### src/rtl/time_set_writer_if.sv
// Load bus between the time-set writer and the four stopwatch digit counters.
// The writer drives value/set/legal and reads back the live digit values.
interface time_set_writer_if #(
    parameter int NUM_DIGITS = 4
);
    logic [3:0]              value;
    logic [NUM_DIGITS-1:0]   set;
    logic                    legal;
    logic [4*NUM_DIGITS-1:0] cur_digit;

    modport master (
        output value,
        output set,
        output legal,
        input  cur_digit
    );

    modport slave (
        input  value,
        input  set,
        input  legal,
        output cur_digit
    );
endinterface

### src/rtl/time_set_writer.sv
// Time-set writer: walks the operator through the digit counters one at a
// time using debounced button levels, then loads each edited digit with a
// single one-cycle strobe. Held idle whenever stopwatch mode is selected.
module time_set_writer #(
    parameter int NUM_DIGITS = 4,
    parameter int MAX_UNITS  = 9,
    parameter int MAX_TENS   = 5
) (
    input  logic                  clk,
    input  logic                  reset,
    input  logic                  sel_Stopwatch_Watch,
    input  logic                  btn_enter,
    input  logic                  btn_inc,
    input  logic                  btn_next,
    input  logic                  btn_abort,
    time_set_writer_if.master     bus,
    output logic [NUM_DIGITS-1:0] edit_digit,
    output logic                  busy,
    output logic                  done
);

    localparam int              IDX_W    = (NUM_DIGITS > 1) ? $clog2(NUM_DIGITS) : 1;
    localparam logic [3:0]      MAX_U    = 4'(MAX_UNITS);
    localparam logic [3:0]      MAX_T    = 4'(MAX_TENS);
    localparam logic [IDX_W-1:0] LAST_IDX = IDX_W'(NUM_DIGITS - 1);

    // Button bit positions inside the edge-detect vectors
    localparam int B_ENTER = 0;
    localparam int B_INC   = 1;
    localparam int B_NEXT  = 2;
    localparam int B_ABORT = 3;

    typedef enum logic [1:0] {
        IDLE,
        EDIT,
        LOAD,
        ADVANCE
    } state_t;

    state_t           state_q, state_d;
    logic [IDX_W-1:0] idx_q, idx_d;
    logic [3:0]       edit_q, edit_d;
    logic [3:0]       btn_curr_q, btn_curr_d;
    logic [3:0]       btn_prev_q, btn_prev_d;

    logic [3:0]       btn_edge;
    logic [IDX_W-1:0] load_idx;
    logic [3:0]       load_raw;
    logic [3:0]       load_max;
    logic [3:0]       load_val;
    logic [3:0]       edit_max;
    logic             mode_block;

    // Stopwatch mode forces the writer out of any session, including
    // swallowing a load strobe that would otherwise go out this cycle.
    assign mode_block = sel_Stopwatch_Watch;

    // Register each button once and keep the previous sample for edges
    always_comb begin
        btn_curr_d = {btn_abort, btn_next, btn_inc, btn_enter};
        btn_prev_d = btn_curr_q;
        btn_edge   = btn_curr_q & ~btn_prev_q;
    end

    // Fetch the live value of the digit about to be edited, clamped to its range
    always_comb begin
        load_idx = (state_q == ADVANCE) ? (idx_q + IDX_W'(1)) : '0;
        load_raw = '0;
        for (int i = 0; i < NUM_DIGITS; i++) begin
            if (load_idx == IDX_W'(i)) begin
                load_raw = bus.cur_digit[4*i +: 4];
            end
        end
        load_max = load_idx[0] ? MAX_T : MAX_U;
        load_val = (load_raw > load_max) ? 4'd0 : load_raw;
        edit_max = idx_q[0] ? MAX_T : MAX_U;
    end

    // Session FSM: next state, edit register updates and bus outputs
    always_comb begin
        state_d    = state_q;
        idx_d      = idx_q;
        edit_d     = edit_q;
        bus.set    = '0;
        bus.value  = edit_q;
        bus.legal  = 1'b0;
        done       = 1'b0;
        busy       = (state_q != IDLE);
        edit_digit = (state_q != IDLE) ? (NUM_DIGITS'(1) << idx_q) : '0;

        case (state_q)
            IDLE: begin
                if (btn_edge[B_ENTER] && !mode_block) begin
                    state_d = EDIT;
                    idx_d   = '0;
                    edit_d  = load_val;
                end
            end
            EDIT: begin
                if (mode_block || btn_edge[B_ABORT]) begin
                    state_d = IDLE;
                end else if (btn_edge[B_NEXT]) begin
                    state_d = LOAD;
                end else if (btn_edge[B_INC]) begin
                    edit_d = (edit_q >= edit_max) ? 4'd0 : (edit_q + 4'd1);
                end
            end
            LOAD: begin
                if (mode_block) begin
                    state_d = IDLE;
                end else begin
                    bus.set = NUM_DIGITS'(1) << idx_q;
                    state_d = ADVANCE;
                end
            end
            ADVANCE: begin
                if (mode_block) begin
                    state_d = IDLE;
                end else if (idx_q == LAST_IDX) begin
                    done    = 1'b1;
                    state_d = IDLE;
                end else begin
                    idx_d   = idx_q + IDX_W'(1);
                    edit_d  = load_val;
                    state_d = EDIT;
                end
            end
            default: begin
                state_d = IDLE;
            end
        endcase
    end

    // State, digit index, edit register and button history flops
    always_ff @(posedge clk or posedge reset) begin
        if (reset) begin
            state_q    <= IDLE;
            idx_q      <= '0;
            edit_q     <= '0;
            btn_curr_q <= '0;
            btn_prev_q <= '0;
        end else begin
            state_q    <= state_d;
            idx_q      <= idx_d;
            edit_q     <= edit_d;
            btn_curr_q <= btn_curr_d;
            btn_prev_q <= btn_prev_d;
        end
    end

endmodule

### src/flat_wrapper.sv
// flat-port wrapper written by rule: the top's interface ports become plain ports
module time_set_writer_flat 
#(
    parameter int NUM_DIGITS = 4,
    parameter int MAX_UNITS  = 9,
    parameter int MAX_TENS   = 5
)
  (clk, reset, sel_Stopwatch_Watch, btn_enter, btn_inc, btn_next, btn_abort, edit_digit, busy, done, bus_value, bus_set, bus_legal, bus_cur_digit);
  time_set_writer_if #(.NUM_DIGITS(NUM_DIGITS)) bus_i ();
  input  logic clk;
  input  logic reset;
  input  logic sel_Stopwatch_Watch;
  input  logic btn_enter;
  input  logic btn_inc;
  input  logic btn_next;
  input  logic btn_abort;
  output logic [NUM_DIGITS-1:0] edit_digit;
  output logic busy;
  output logic done;
  output wire logic [$bits(bus_i.value)-1:0] bus_value;
  output wire logic [$bits(bus_i.set)-1:0] bus_set;
  output wire logic [$bits(bus_i.legal)-1:0] bus_legal;
  input wire logic [$bits(bus_i.cur_digit)-1:0] bus_cur_digit;
  assign bus_value = bus_i.value;
  assign bus_set = bus_i.set;
  assign bus_legal = bus_i.legal;
  assign bus_i.cur_digit = bus_cur_digit;
  time_set_writer #(.NUM_DIGITS(NUM_DIGITS), .MAX_UNITS(MAX_UNITS), .MAX_TENS(MAX_TENS)) u_core (.clk(clk), .reset(reset), .sel_Stopwatch_Watch(sel_Stopwatch_Watch), .btn_enter(btn_enter), .btn_inc(btn_inc), .btn_next(btn_next), .btn_abort(btn_abort), .bus(bus_i), .edit_digit(edit_digit), .busy(busy), .done(done));
endmodule
### config.mk
export PLATFORM = sky130hd
export DESIGN_NAME = time_set_writer_flat
export DESIGN_NICKNAME = d
export VERILOG_FILES = /design/src/rtl/time_set_writer_if.sv /design/src/rtl/time_set_writer.sv /design/src/flat_wrapper.sv
export SDC_FILE = /design/constraint.sdc
export NUM_CORES = 1
export LEC_CHECK = 0
export ABC_CLOCK_PERIOD_IN_PS = 5200
export BUFFER_PORTS_ARGS = -buffer_cell sky130_fd_sc_hd__buf_4
export CORE_MARGIN = 1
export CORE_UTILIZATION = 54
export DETAILED_ROUTE_END_ITERATION = 16
export GPL_TIMING_DRIVEN = 0
export PLACE_DENSITY_LB_ADDON = 0.1
export SYNTH_ARGS = -nofsm -noshare
export SYNTH_HDL_FRONTEND = slang
export SYNTH_SLANG_ARGS = --single-unit
### constraint.sdc
create_clock -name clk -period 5.2 [get_ports clk]
set_input_delay 1.04 -clock clk [delete_from_list [all_inputs] [get_ports clk]]
set_output_delay 1.04 -clock clk [all_outputs]
set_load 0.03 [all_outputs]
==> summary by stage, run 1 <==
Critical path
The worst setup path is captured at a register. The maximum cell stage delay along the critical path is 0.48 ns. The peak fanout along the critical path is 10. The startpoint class of the critical path is a register. The critical path is of the reg2reg type. For flop-to-flop paths, the worst setup slack is 1.83 ns. The origin of the critical flop-to-flop path is u_core.idx_q[0]. The worst endpoint data arrival time is 3.58 ns. Traced cell by cell, the critical path runs through clkbuf_1, inv_1, ha_1, buf_2, inv_1, o21ai_0, a21bo_2, o21a_1, inv_1, ha_1, a21oi_1, o21bai_1, o221ai_1, o221ai_1. The standard cell with the maximum stage delay on the critical path is sky130_fd_sc_hd__dfrtp_1. In this design, the critical path's most frequently occurring cell is sky130_fd_sc_hd__inv_1. Data on the critical path is required at its endpoint by 5.41 ns.

The worst setup path startpoint is u_core.idx_q[0].

STA
The smallest clock period supported by the final layout is computed as 3.37 ns. Setup violations remaining at the end of the flow were counted as 0. After routing, the total negative slack on setup checks comes to 0 ns. Setup repair after global routing left no endpoint under its margin. Headroom to the max-slew limit came out at 0.583. Based on the critical path, the design can be clocked at up to 0.296 GHz. The fraction of the cycle the final worst path needs is 0.649.

On the final layout, the worst clock skew is 0.00687 ns. The count of final max-slew check failures is 0. At the pin with the least slew margin, the transition time is 0.625 ns.

The number of hold violations in the final report is 0.

Placement
The detailed placement HPWL is 2280 um. Input and output buffers added on the ports amount to 35. The placer's final routability congestion estimate is 0.853. The placed standard-cell area is 1520 um^2.

Route
The routed layout has 1179 vias. The number of design rule violations left after detail routing is 0. The remaining number of nets flagged by the antenna check after routing is 0. The violation count after the first detailed-route iteration is 26. The mean routed wirelength per cell is 14.6 um. In the routed layout, each cell is associated on average with a via count of 5.84. After detailed routing, the total wire length is 2940 um.

The pre-antenna-repair detailed-routing pass consisted of 4 iterations.

Synthesis
The share of the yosys chip area belonging to registers is 0.326. The post-synthesis instance total is 137. The cell area after synthesis is 1230 um^2. The portion of synthesized cell area occupied by the leading cell type is 0.326. After synthesis the netlist holds a flip-flop and latch count of 16. The net count after synthesis is 171. In this run, distinct cell masters in the synthesized netlist total 40. The biggest area contributor in the post-synthesis netlist is sky130_fd_sc_hd__dfrtp_1. The number of flops mapped to enable cells by yosys is 0.

Ranked by instance count, the synthesized netlist is headed by 16 x sky130_fd_sc_hd__dfrtp_1, 11 x sky130_fd_sc_hd__ha_1, 11 x sky130_fd_sc_hd__inv_1. For this run, the leading register cell type out of synthesis is sky130_fd_sc_hd__dfrtp_1. Of all flip-flops after synthesis, the portion carrying an async set or reset was 1.00. The number of warnings printed during yosys synthesis is 0. The synthesized area per cell is 8.96 um^2. By area the synthesized netlist is led by sky130_fd_sc_hd__dfrtp_1 33%, sky130_fd_sc_hd__ha_1 11%, sky130_fd_sc_hd__inv_1 3.4%. The library cell with the highest instance count after synthesis is sky130_fd_sc_hd__dfrtp_1.

Global routing
After global routing the overflow that remains totals 0. The wire length of the first global-routing pass is 4770 um. The number of antenna violations at the first check in global routing came to 0. The number of global-route vias before repair is 1120.

The maximum number of pins on one net before global-route repair is 17. The total routing resource utilization after global routing is 0.258.

Pwr
The power density over cell area is 233 nW/um^2. Across the VDD grid, the largest voltage drop is 312 uV. The leakage component of the power is 0.720 nW.

Finish
After the last flow step, the layout net total stands at 211. Summing all multi-input logic gate instances after layout gives 748 um^2. The register area is 400 um^2.

The filler cells instantiated in the layout total 160. The finished cells cover 1550 um^2. In the final layout, the share of cells above drive strength 1 is 0.297.

The final design utilization is 0.757. The number of inserted diodes is 0. The layout-stage area growth over the synthesis result is 26.0%.

Worst hold path
The worst hold path begins at u_core.btn_curr_q[1]. The path class of the tightest hold or removal check is reg2reg.

Clock network
Buffers inserted during clock tree synthesis total 3. The total of cells resized after clock tree synthesis is 0. The clock transition at the register clock pins on the worst setup and hold paths after CTS is 0.09 ns. The clock passes through at most 2 buffers.

The tree built by TritonCTS fans out to 16 sinks. The cts-stage hold buffer count is 0. The post-CTS setup repair buffer count is 0.

Clock tree synthesis selected as its root buffer the cell sky130_fd_sc_hd__clkbuf_4. Clock latency on the worst-skew pair, taken at its later pin, is 0.29 ns. The H-tree depth is 1.

The TritonCTS clock tree is done.

Flow run
The number of violations of the max-capacitance limit is 0.

Floorplan
The core region is 2040 um^2. For this configuration, the core starts out at a cell density of 0.601. The row count is 16. From left edge to right edge, the die measures 49.7 um. The height of the die is 49.7 um. The overall die area is 2470 um^2. The I/O pin count is 38.

Run status
The run finished with clean final reports.
sequential cells by signal (all words and copies together) (netlist names):
| register | count |
|---|---|
| u_core.btn_curr_q | 4 |
| u_core.btn_prev_q | 4 |
| u_core.bus.value | 4 |
| u_core.idx_q | 2 |
| u_core.state_q | 2 |
logic make-up after synthesis:
logic type,Yosys count,synth area share
AOI/OAI and AO/OA,37,0.219
adders and majority gates,11,0.112
buffers and inverters,17,0.0642
DFF,16,0.326
muxes,6,0.0510
other,1,0.00306
and+or+nand+nor,49,0.224
critical path, delay by kind of cell, from the launching register on:
kind	cells	cell delay [ns]
fa+ha+maj	2	0.61
buf+inv	5	0.98
flops	1	0.48
compound gates	7	1.21
cell type report:
type / count / area share
tap: 27 / 0.0218
sequential: 16 / 0.259
inverter: 11 / 0.0267
multi-input combinational: 104 / 0.484
clock buffer: 3 / 0.0146
timing repair buffer: 35 / 0.170
buffer: 6 / 0.0243
metal layers:
metal | track usage | routed length (um)
met5 | 0 | 0
met4 | 0.148 | 72
met2 | 0.462 | 1460
met1 | 0.283 | 1200
met3 | 0.0463 | 203
through the flow:
step	power, mW	hold WS (ns)	setup WS [ns]	cells
global route	0.379	0.396	1.48	202
global placement	0.281	0.355	1.97	199
CTS	0.361	0.388	1.88	202
floorplan	0.240	0.347	2.27	137
detailed placement	0.294	0.367	1.90	199
finish	0.360	0.384	1.83	202
cell usage in the layout, fill, tap and decap left out, types with 2 or more instances in the layout:
cell type	count
sky130_fd_sc_hd__dfrtp_1	16
sky130_fd_sc_hd__nand2_1	9
sky130_fd_sc_hd__nor2_1	9
sky130_fd_sc_hd__nor3_1	3
sky130_fd_sc_hd__a211oi_1	2
sky130_fd_sc_hd__a21oi_1	6
sky130_fd_sc_hd__buf_2	3
sky130_fd_sc_hd__a31oi_1	3
sky130_fd_sc_hd__o221ai_1	3
sky130_fd_sc_hd__mux2_2	2
sky130_fd_sc_hd__ha_1	11
sky130_fd_sc_hd__inv_1	11
sky130_fd_sc_hd__nand2b_1	6
sky130_fd_sc_hd__clkbuf_4	3
sky130_fd_sc_hd__nand4b_1	2
sky130_fd_sc_hd__o22ai_1	2
sky130_fd_sc_hd__nor3b_1	4
sky130_fd_sc_hd__a21bo_2	2
sky130_fd_sc_hd__o21a_1	3
sky130_fd_sc_hd__and2_1	4
sky130_fd_sc_hd__o21ai_0	8
sky130_fd_sc_hd__mux2i_1	4
sky130_fd_sc_hd__nor2b_1	6
sky130_fd_sc_hd__buf_4	36
worst paths after layout:
path                                   endpoint  depth (start not counted)
min                        u_core.btn_prev_q[1]                          0
min reg2reg                u_core.btn_prev_q[1]                          0
max reg2reg                 u_core.bus.value[2]                         14
max                         u_core.bus.value[2]                         14
min in group asynchronous  u_core.btn_prev_q[1]                          2
max in group asynchronous     u_core.state_q[0]                          2
power breakdown:
part | leakage (nW) | internal [mW] | total [mW] | switching (mW)
Sequential | 0.200 | 0.137 | 0.157 | 0.0196
Clock | 0.0138 | 0.0270 | 0.0668 | 0.0398
Combinational | 0.506 | 0.0598 | 0.136 | 0.0762
Total | 0.720 | 0.224 | 0.360 | 0.136
Power figures use the tool's default switching activity.
==> run 2: changes to the inputs <==
--- a/config.mk
+++ b/config.mk
@@ -5,10 +5,11 @@
 export SDC_FILE = /design/constraint.sdc
 export NUM_CORES = 1
 export LEC_CHECK = 0
-export ABC_CLOCK_PERIOD_IN_PS = 5200
+export ABC_AREA = 1
+export ABC_CLOCK_PERIOD_IN_PS = 2800
 export BUFFER_PORTS_ARGS = -buffer_cell sky130_fd_sc_hd__buf_4
 export CORE_MARGIN = 1
-export CORE_UTILIZATION = 54
+export CORE_UTILIZATION = 45
 export DETAILED_ROUTE_END_ITERATION = 16
 export GPL_TIMING_DRIVEN = 0
 export PLACE_DENSITY_LB_ADDON = 0.1
==> constraint.sdc (replaced) <==
create_clock -name clk -period 2.8 [get_ports clk]
set_input_delay 0.56 -clock clk [delete_from_list [all_inputs] [get_ports clk]]
set_output_delay 0.56 -clock clk [all_outputs]
set_load 0.03 [all_outputs]
==> summary by stage, run 2 <==
Run status
The flow ran to the end, and the final reports show no timing, DRC or antenna violations.

Route
The via density per instance is 4.75. The routed layout has 1102 vias. The first routing iteration left 16 violations. The final layout contains routed wiring with a total length of 2380 um. The number of optimization iterations in the first detailed-route pass is 4.

The remaining number of nets flagged by the antenna check after routing is 0. In the final routed layout, each cell accounts on average for 10.3 um. The number of design rule violations left after detail routing is 0.

Clock network
Counting along the longest clock path gives a buffer depth of 2. In this run, CTS created clock tree buffers numbering 3. The TritonCTS clock tree is done. The H-tree depth is 1.

The number of hold buffers added after CTS was 0. At the later pin of the worst-skew pair, clock insertion delay measures 0.29 ns. The clock drives 16 sinks. The buffer type at the clock tree root is sky130_fd_sc_hd__clkbuf_4. The clock transition at the register clock pins on the worst setup and hold paths after CTS is 0.10 ns.

Critical path
Data on the critical path arrives at its endpoint at 2.61 ns. At the worst endpoint, the required time is 3.02 ns. Among all stages on the critical path, the largest delay is contributed by sky130_fd_sc_hd__dfrtp_2. The peak fanout along the critical path is 6.

The most common cell type on the critical path is sky130_fd_sc_hd__nand2_1. STA classifies the critical path endpoint as a register. Together, buffers and inverters on the worst path number 2. The startpoint class of the critical path is a register. The largest single stage delay on the critical path is 0.46 ns.

The cell family contributing the most delay on the critical path is simple AND/OR/NAND/NOR gates. Traced cell by cell, the critical path runs through inv_1, ha_4, nand3_2, nand2_1, nand2_1, nand2_1, nand2_1, nand2_1, ha_1, nand2_1, inv_1, nand3_1, nand2_1, nand3_1, a21oi_1. The critical setup path kind is reg2reg.

Synthesis
The biggest area consumer among synthesized cells is sky130_fd_sc_hd__dfrtp_1. In this run the cell area of the synthesized design comes to 1140 um^2. Yosys printed 0 warnings.

The fraction of synthesis flops using an asynchronous set or reset pin is 1.00. The net count after synthesis is 198. The leading register cell type out of synthesis is sky130_fd_sc_hd__dfrtp_1.

The synthesized flop and latch total is 16. The commonest cells after synthesis are 34 x sky130_fd_sc_hd__nand2_1, 30 x sky130_fd_sc_hd__nor2_1, 23 x sky130_fd_sc_hd__inv_1. The library cell with the highest instance count after synthesis is sky130_fd_sc_hd__nand2_1. Synthesis produced 164 cells. The synthesized area per cell is 6.94 um^2. The share of the yosys chip area belonging to registers is 0.352. The portion of synthesized cell area occupied by the leading cell type is 0.352. The number of distinct library cell variants in the gate-level netlist after synthesis is 25. The number of flops mapped to enable cells by yosys is 0.

Sorting the synthesized cells by area gives the leading types as sky130_fd_sc_hd__dfrtp_1 35%, sky130_fd_sc_hd__ha_1 12%, sky130_fd_sc_hd__nand2_1 11%.

Global routing
The number of antenna violations at the first check in global routing is 0. The total routing resource utilization after global routing is 0.203. Entering global routing, the biggest net connects 17 pins.

The number of global-route vias before repair is 1047. The total grt overflow is 0. The wire length of the first global-routing pass is 4170 um.

STA
The number of hold violations in the final report is 0. Derived from the worst setup path, the maximum achievable clock frequency is 0.419 GHz. The count of final max-slew check failures is 0.

The clock period minus worst slack is 2.38 ns. Setup repair after global routing left no endpoint under its margin. The final sum of negative setup slack is 0 ns.

The worst clock skew is 0.00686 ns. The transition time at the pin with the least slew margin is 0.588 ns. The max-slew headroom at the worst pin is 0.608.

The number of setup violations in the final report is 0. Dividing the final minimum period by the clock period gives 0.852.

Finish
In the layout the commonest cells are 37 x sky130_fd_sc_hd__buf_4, 34 x sky130_fd_sc_hd__nand2_1, 29 x sky130_fd_sc_hd__nor2_1. The repair_antennas step left the layout with diodes totalling 0. The finished layout holds 232 standard cells, fillers aside. Of the cells placed in the final design, the portion with a size suffix greater than 1 is 0.260. The total non-filler cell area in the finished layout is 1510 um^2. Measured on the finished design, the core utilization comes to 0.657. The final net count is 239.

The most common library cell in the layout ignoring fill and taps is sky130_fd_sc_hd__buf_4. The layout-stage area growth over the synthesis result is 32.7%.

Pwr
Of the total power, the clock network draws 0.136. Across the VDD grid, the largest voltage drop is 625 uV. The combinational group share of total power is 0.556. Of the total power, registers draw 0.308. In this run the power density over the cells is 748 nW/um^2.

The internal power of the cells is 600 uW. Of the total power, the share spent switching nets is 0.468. The power dissipated by switching net loads is 528 uW.

The leakage component of the power is 0.824 nW.

Floorplan
The initial core utilization is 0.495. In this run the standard cell core region covers 2300 um^2. The die is 52.3 um tall. In this run the count of I/O pins placed on the die edge is 38. The overall die width is 52.3 um. The die covers 2730 um^2. The row count is 17.

Flow run
The number of violations of the max-capacitance limit is 0.

Placement
The detailed placement HPWL is 1930 um. The congestion estimate from routability-driven global placement came to 0.759. The placed standard-cell area is 1440 um^2. Once placement completed, the tool counted placed cells totaling 228. The count of buffers inserted at the top-level ports is 36.

Worst hold path
The min-delay analysis places its worst path in the category in2async.
## run 2: changes by cell type after synthesis, moves of 4 or more
cell                       delta
sky130_fd_sc_hd__nor2b_1      -6
sky130_fd_sc_hd__inv_1       +12
sky130_fd_sc_hd__nand3_1     +12
sky130_fd_sc_hd__and2_1       -4
sky130_fd_sc_hd__nand2b_1     -6
sky130_fd_sc_hd__nor2_1      +21
sky130_fd_sc_hd__mux2i_1      -4
sky130_fd_sc_hd__nor3b_1      -4
sky130_fd_sc_hd__nand2_1     +25
## run 2: stage by stage
step           setup WS, ns  hold slack [ns]  total power, mW
6_report              0.415            0.323             1.13
4_1_cts               0.159            0.342             1.13
5_1_grt              0.0249            0.357             1.24
3_3_place_gp          0.242            0.359            0.951
3_5_place_dp          0.198            0.359            0.972
2_1_floorplan         0.608            0.354            0.789
## run 2: cell families after synthesis
family	Yosys count	share of synthesized area
buffers and inverters	29	0.100
other	1	0.00330
DFF	16	0.352
and+or+nand+nor	83	0.299
xor gates and xnor gates	2	0.0154
AOI/OAI and AO/OA	22	0.109
adders and majority gates	11	0.121
## run 2: what timing repair did
action	4_1_cts	5_1_grt
setup buffers	0	0
endpoints found under the setup margin	0	4
gates resized for setup	0	6
## run 2: layout make-up
cell class / instances / area, um^2
fill: 210 / 788
tap: 28 / 35.0
buffer: 2 / 12.5
sequential: 16 / 402
timing repair buffer: 36 / 270
clock buffer: 4 / 36.3
multi-input combinational: 119 / 652
inverter: 27 / 101
## run 2: layer usage
metal	GRT usage	up-vias	wire length, um
met1	0.240	468	1100
li1	-	595	-
met5	0	-	0
met2	0.372	35	1100
met4	0.0833	0	36
met3	0.0174	4	141
## run 2: worst reg2reg max path: stages (launching register included)
cell and delay, ns:
sky130_fd_sc_hd__dfrtp_2 0.46, sky130_fd_sc_hd__inv_1 0.25, sky130_fd_sc_hd__ha_4 0.27, sky130_fd_sc_hd__nand3_2 0.15, sky130_fd_sc_hd__nand2_1 0.07, sky130_fd_sc_hd__nand2_1 0.06
sky130_fd_sc_hd__nand2_1 0.06, sky130_fd_sc_hd__nand2_1 0.07, sky130_fd_sc_hd__nand2_1 0.06, sky130_fd_sc_hd__ha_1 0.29, sky130_fd_sc_hd__nand2_1 0.06, sky130_fd_sc_hd__inv_1 0.08
sky130_fd_sc_hd__nand3_1 0.08, sky130_fd_sc_hd__nand2_1 0.12, sky130_fd_sc_hd__nand3_1 0.11, sky130_fd_sc_hd__a21oi_1 0.14
## run 2: power groups by stage
stage	Combinational [mW]	Clock (mW)	Sequential (mW)
floorplan	0.391	0	0.397
global placement	0.603	0	0.348
detailed placement	0.623	0	0.349
CTS	0.625	0.158	0.345
global route	0.717	0.166	0.359
finish	0.628	0.153	0.347
## run 2: worst paths after layout
check,start,to,slack [ns],cells past startpoint
worst max register to register,u_core.idx_q[0],u_core.bus.value[0],0.42,15
max in group asynchronous,reset,u_core.idx_q[0],2.06,2
worst min-delay path,reset,u_core.bus.value[0],0.32,2
min in group clk,u_core.btn_curr_q[1],u_core.btn_prev_q[1],0.38,0
worst min register to register,u_core.btn_curr_q[1],u_core.btn_prev_q[1],0.38,0
worst max-delay path,u_core.idx_q[0],u_core.bus.value[0],0.42,15
==> run 3: changes to the inputs <==
--- a/config.mk
+++ b/config.mk
@@ -5,13 +5,11 @@
 export SDC_FILE = /design/constraint.sdc
 export NUM_CORES = 1
 export LEC_CHECK = 0
-export ABC_AREA = 1
 export ABC_CLOCK_PERIOD_IN_PS = 2800
 export BUFFER_PORTS_ARGS = -buffer_cell sky130_fd_sc_hd__buf_4
 export CORE_MARGIN = 1
-export CORE_UTILIZATION = 45
+export CORE_UTILIZATION = 46
 export DETAILED_ROUTE_END_ITERATION = 16
-export GPL_TIMING_DRIVEN = 0
 export PLACE_DENSITY_LB_ADDON = 0.1
 export SYNTH_ARGS = -nofsm -noshare
 export SYNTH_HDL_FRONTEND = slang
==> summary by stage, run 3 (synthesis results as in run 1) <==
Run status
The run finished with clean final reports.

Global routing
The total grt overflow is 0. The first global-routing pass estimated 4370 um of wire. Entering global routing, the biggest net connects 17 pins. The number of antenna violations at the first check in global routing is 0. Across every metal layer, demand over resource in global routing totals 0.209. The number of global-route vias before repair was 1032.

Floorplan
In this run the core area contains 18 standard-cell rows. The floorplan step defined a die boundary enclosing 2880 um^2. The area of the core region is 2500 um^2. The height of the die is 53.7 um.

The initial core utilization is 0.491. For this design the top-level I/O count stands at 38. The die is 53.7 um wide.

STA
The number of hold violations in the final report was 0. Hold timing on the final database bottoms out at a slack of 0.332 ns. The count of final max-slew check failures was 0. Setup repair after global routing left no endpoint under its margin.

The fmax is 0.383 GHz. The transition time at the pin with the least slew margin is 0.604 ns. Setup violations remaining at the end of the flow were counted as 0. The max-slew headroom at the worst pin is 0.597. The final sum of negative setup slack is 0 ns.

Of the available clock period, the critical path in the final layout requires 0.932. The clock period minus worst slack is 2.61 ns. The worst clock skew is 0.00971 ns.

Route
The via density per instance is 5.49. For this run, design rule violations remaining after detail routing come to 0. The wire length reported by the detailed router is 2710 um.

The first routing iteration left 12 violations. Across all layers, the routed design uses 1125 vias. For this run, the detailed router's first-pass iteration total came to 4. In this run the remaining antenna-violating nets after routing total 0. The mean routed wirelength per cell is 13.2 um.

Critical path
The worst endpoint data arrival time is 2.81 ns. For flop-to-flop paths, the worst setup slack is 0.19 ns. The origin of the critical flop-to-flop path is u_core.idx_q[1].

The startpoint class of the critical path is a register. In this run the critical register-to-register path is captured at u_core.bus.value[2]. In this run the worst path has a maximum fanout of 9. STA puts the critical path data required time at 3.00 ns. The capturing element type of the critical path is a register. The critical path is of the reg2reg type.

The worst register-to-register path has a depth of 12.

Finish
0 antenna diodes ended up in the layout. Of the cells placed in the final design, the portion with a size suffix greater than 1 is 0.320. The library cells used most frequently in the layout, excluding fill and tap cells, are 40 x sky130_fd_sc_hd__buf_4, 16 x sky130_fd_sc_hd__dfrtp_1, 11 x sky130_fd_sc_hd__inv_1.

Relative to the synthesized area, the layout overhead comes to 29.2%. The net count of the finished layout is 210. The most common library cell in the layout ignoring fill and taps is sky130_fd_sc_hd__buf_4.

Worst hold path
The min-delay analysis places its worst path in the category in2async.

Clock network
The source-to-sink clock delay at the later pin of the worst-skew pair is 0.29 ns. The tree is rooted in a sky130_fd_sc_hd__clkbuf_4. The H-tree depth is 1. The total clock sinks is 16.

In this run, CTS created clock tree buffers numbering 3. The maximum count of clock buffers along a single path is 2. After clock tree synthesis, the flow added hold-fix buffers numbering 0. Post-CTS timing repair inserted 0 buffers for setup. TritonCTS built the clock tree. The clock transition at the register clock pins on the worst setup and hold paths after CTS is 0.10 ns.

Pwr
The worst IR drop on VDD is 347 uV. Of the total power, combinational logic draws 0.358. The switching share of power is 0.351. The leakage component of the power is 0.727 nW. The power dissipated by switching net loads is 241 uW.

The internal power of the cells is 445 uW. The share of total power dissipated in the clock network is 0.224. The power after layout is 686 uW. Dividing total power by cell area gives a power density of 432 nW/um^2. The share of total power dissipated in sequential elements is 0.418.

Placement
The count of buffers inserted at the top-level ports is 36. Detailed placement finished with a half-perimeter wire length of 2050 um. The placer's final routability congestion estimate is 0.811.

Flow run
Across the run, the number of max-cap violations was 0.
run 3: cell types whose count changed in the layout (fill, tap and decap cells not counted), sizes merged, moves of 3 or more:
cell	before	now
nor2	32	9
nand3	13	1
a31oi	0	3
inv	26	11
o221ai	0	4
nor3b	0	4
mux2i	0	4
and2	0	4
nor2b	0	6
o21a	0	3
nand2b	0	6
nand2	34	10
run 3: metal layers:
layer | vias up | wire length, um | track usage
met3 | 4 | 102 | 0.0254
met1 | 529 | 1290 | 0.263
met5 | - | 0 | 0
met2 | 30 | 1300 | 0.365
met4 | 0 | 25 | 0.0746
li1 | 562 | - | -
run 3: timing repair:
item	CTS	global route
endpoints found under the hold margin	0	0
setup endpoints to repair	1	2
gates resized for setup	1	4
pin swaps	0	1
run 3: layout make-up:
cell class / instances / area (um^2)
Tap cell: 30 / 37.5
Clock buffer: 4 / 36.3
Multi-Input combinational cell: 104 / 769
Sequential cell: 16 / 400
Inverter: 11 / 41.3
Fill cell: 223 / 915
Timing Repair Buffer: 40 / 300
run 3: how the worst max path moves through the flow:
stage                         start                  end
finish              u_core.idx_q[1]  u_core.bus.value[2]
global route        u_core.idx_q[1]  u_core.bus.value[2]
global placement    u_core.idx_q[1]  u_core.bus.value[2]
CTS                 u_core.idx_q[1]  u_core.bus.value[2]
detailed placement  u_core.idx_q[1]  u_core.bus.value[2]
floorplan           u_core.idx_q[0]  u_core.bus.value[3]
run 3: through the flow:
stage / instances / instance area [um^2] / util / setup WS (ns)
floorplan: 137 / 1230 / - / 0.111
global placement: 201 / 1530 / 0.611 / 0.187
detailed placement: 201 / 1530 / 0.611 / 0.0113
CTS: 205 / 1570 / 0.627 / 0.0769
global route: 205 / 1590 / 0.634 / 0.00699
finish: 205 / 1590 / 0.634 / 0.192
run 3: power groups by stage:
stage	logic [mW]	registers, mW	clock network, mW
after floorplan	0.127	0.318	0
final	0.245	0.287	0.154
after global routing	0.276	0.292	0.163
after detailed placement	0.242	0.294	0
after global placement	0.237	0.290	0
after CTS	0.245	0.288	0.156
run 3: worst max-delay path, stage by stage (launching register included):
cell,delay (ns)
sky130_fd_sc_hd__dfrtp_1,0.38
sky130_fd_sc_hd__inv_1,0.11
sky130_fd_sc_hd__ha_4,0.35
sky130_fd_sc_hd__inv_1,0.11
sky130_fd_sc_hd__o21ai_0,0.17
sky130_fd_sc_hd__a21bo_2,0.14
sky130_fd_sc_hd__o21a_1,0.13
sky130_fd_sc_hd__inv_1,0.05
sky130_fd_sc_hd__ha_1,0.30
sky130_fd_sc_hd__nand2_1,0.15
sky130_fd_sc_hd__nor3b_2,0.19
sky130_fd_sc_hd__o221ai_1,0.17
sky130_fd_sc_hd__o221ai_1,0.25
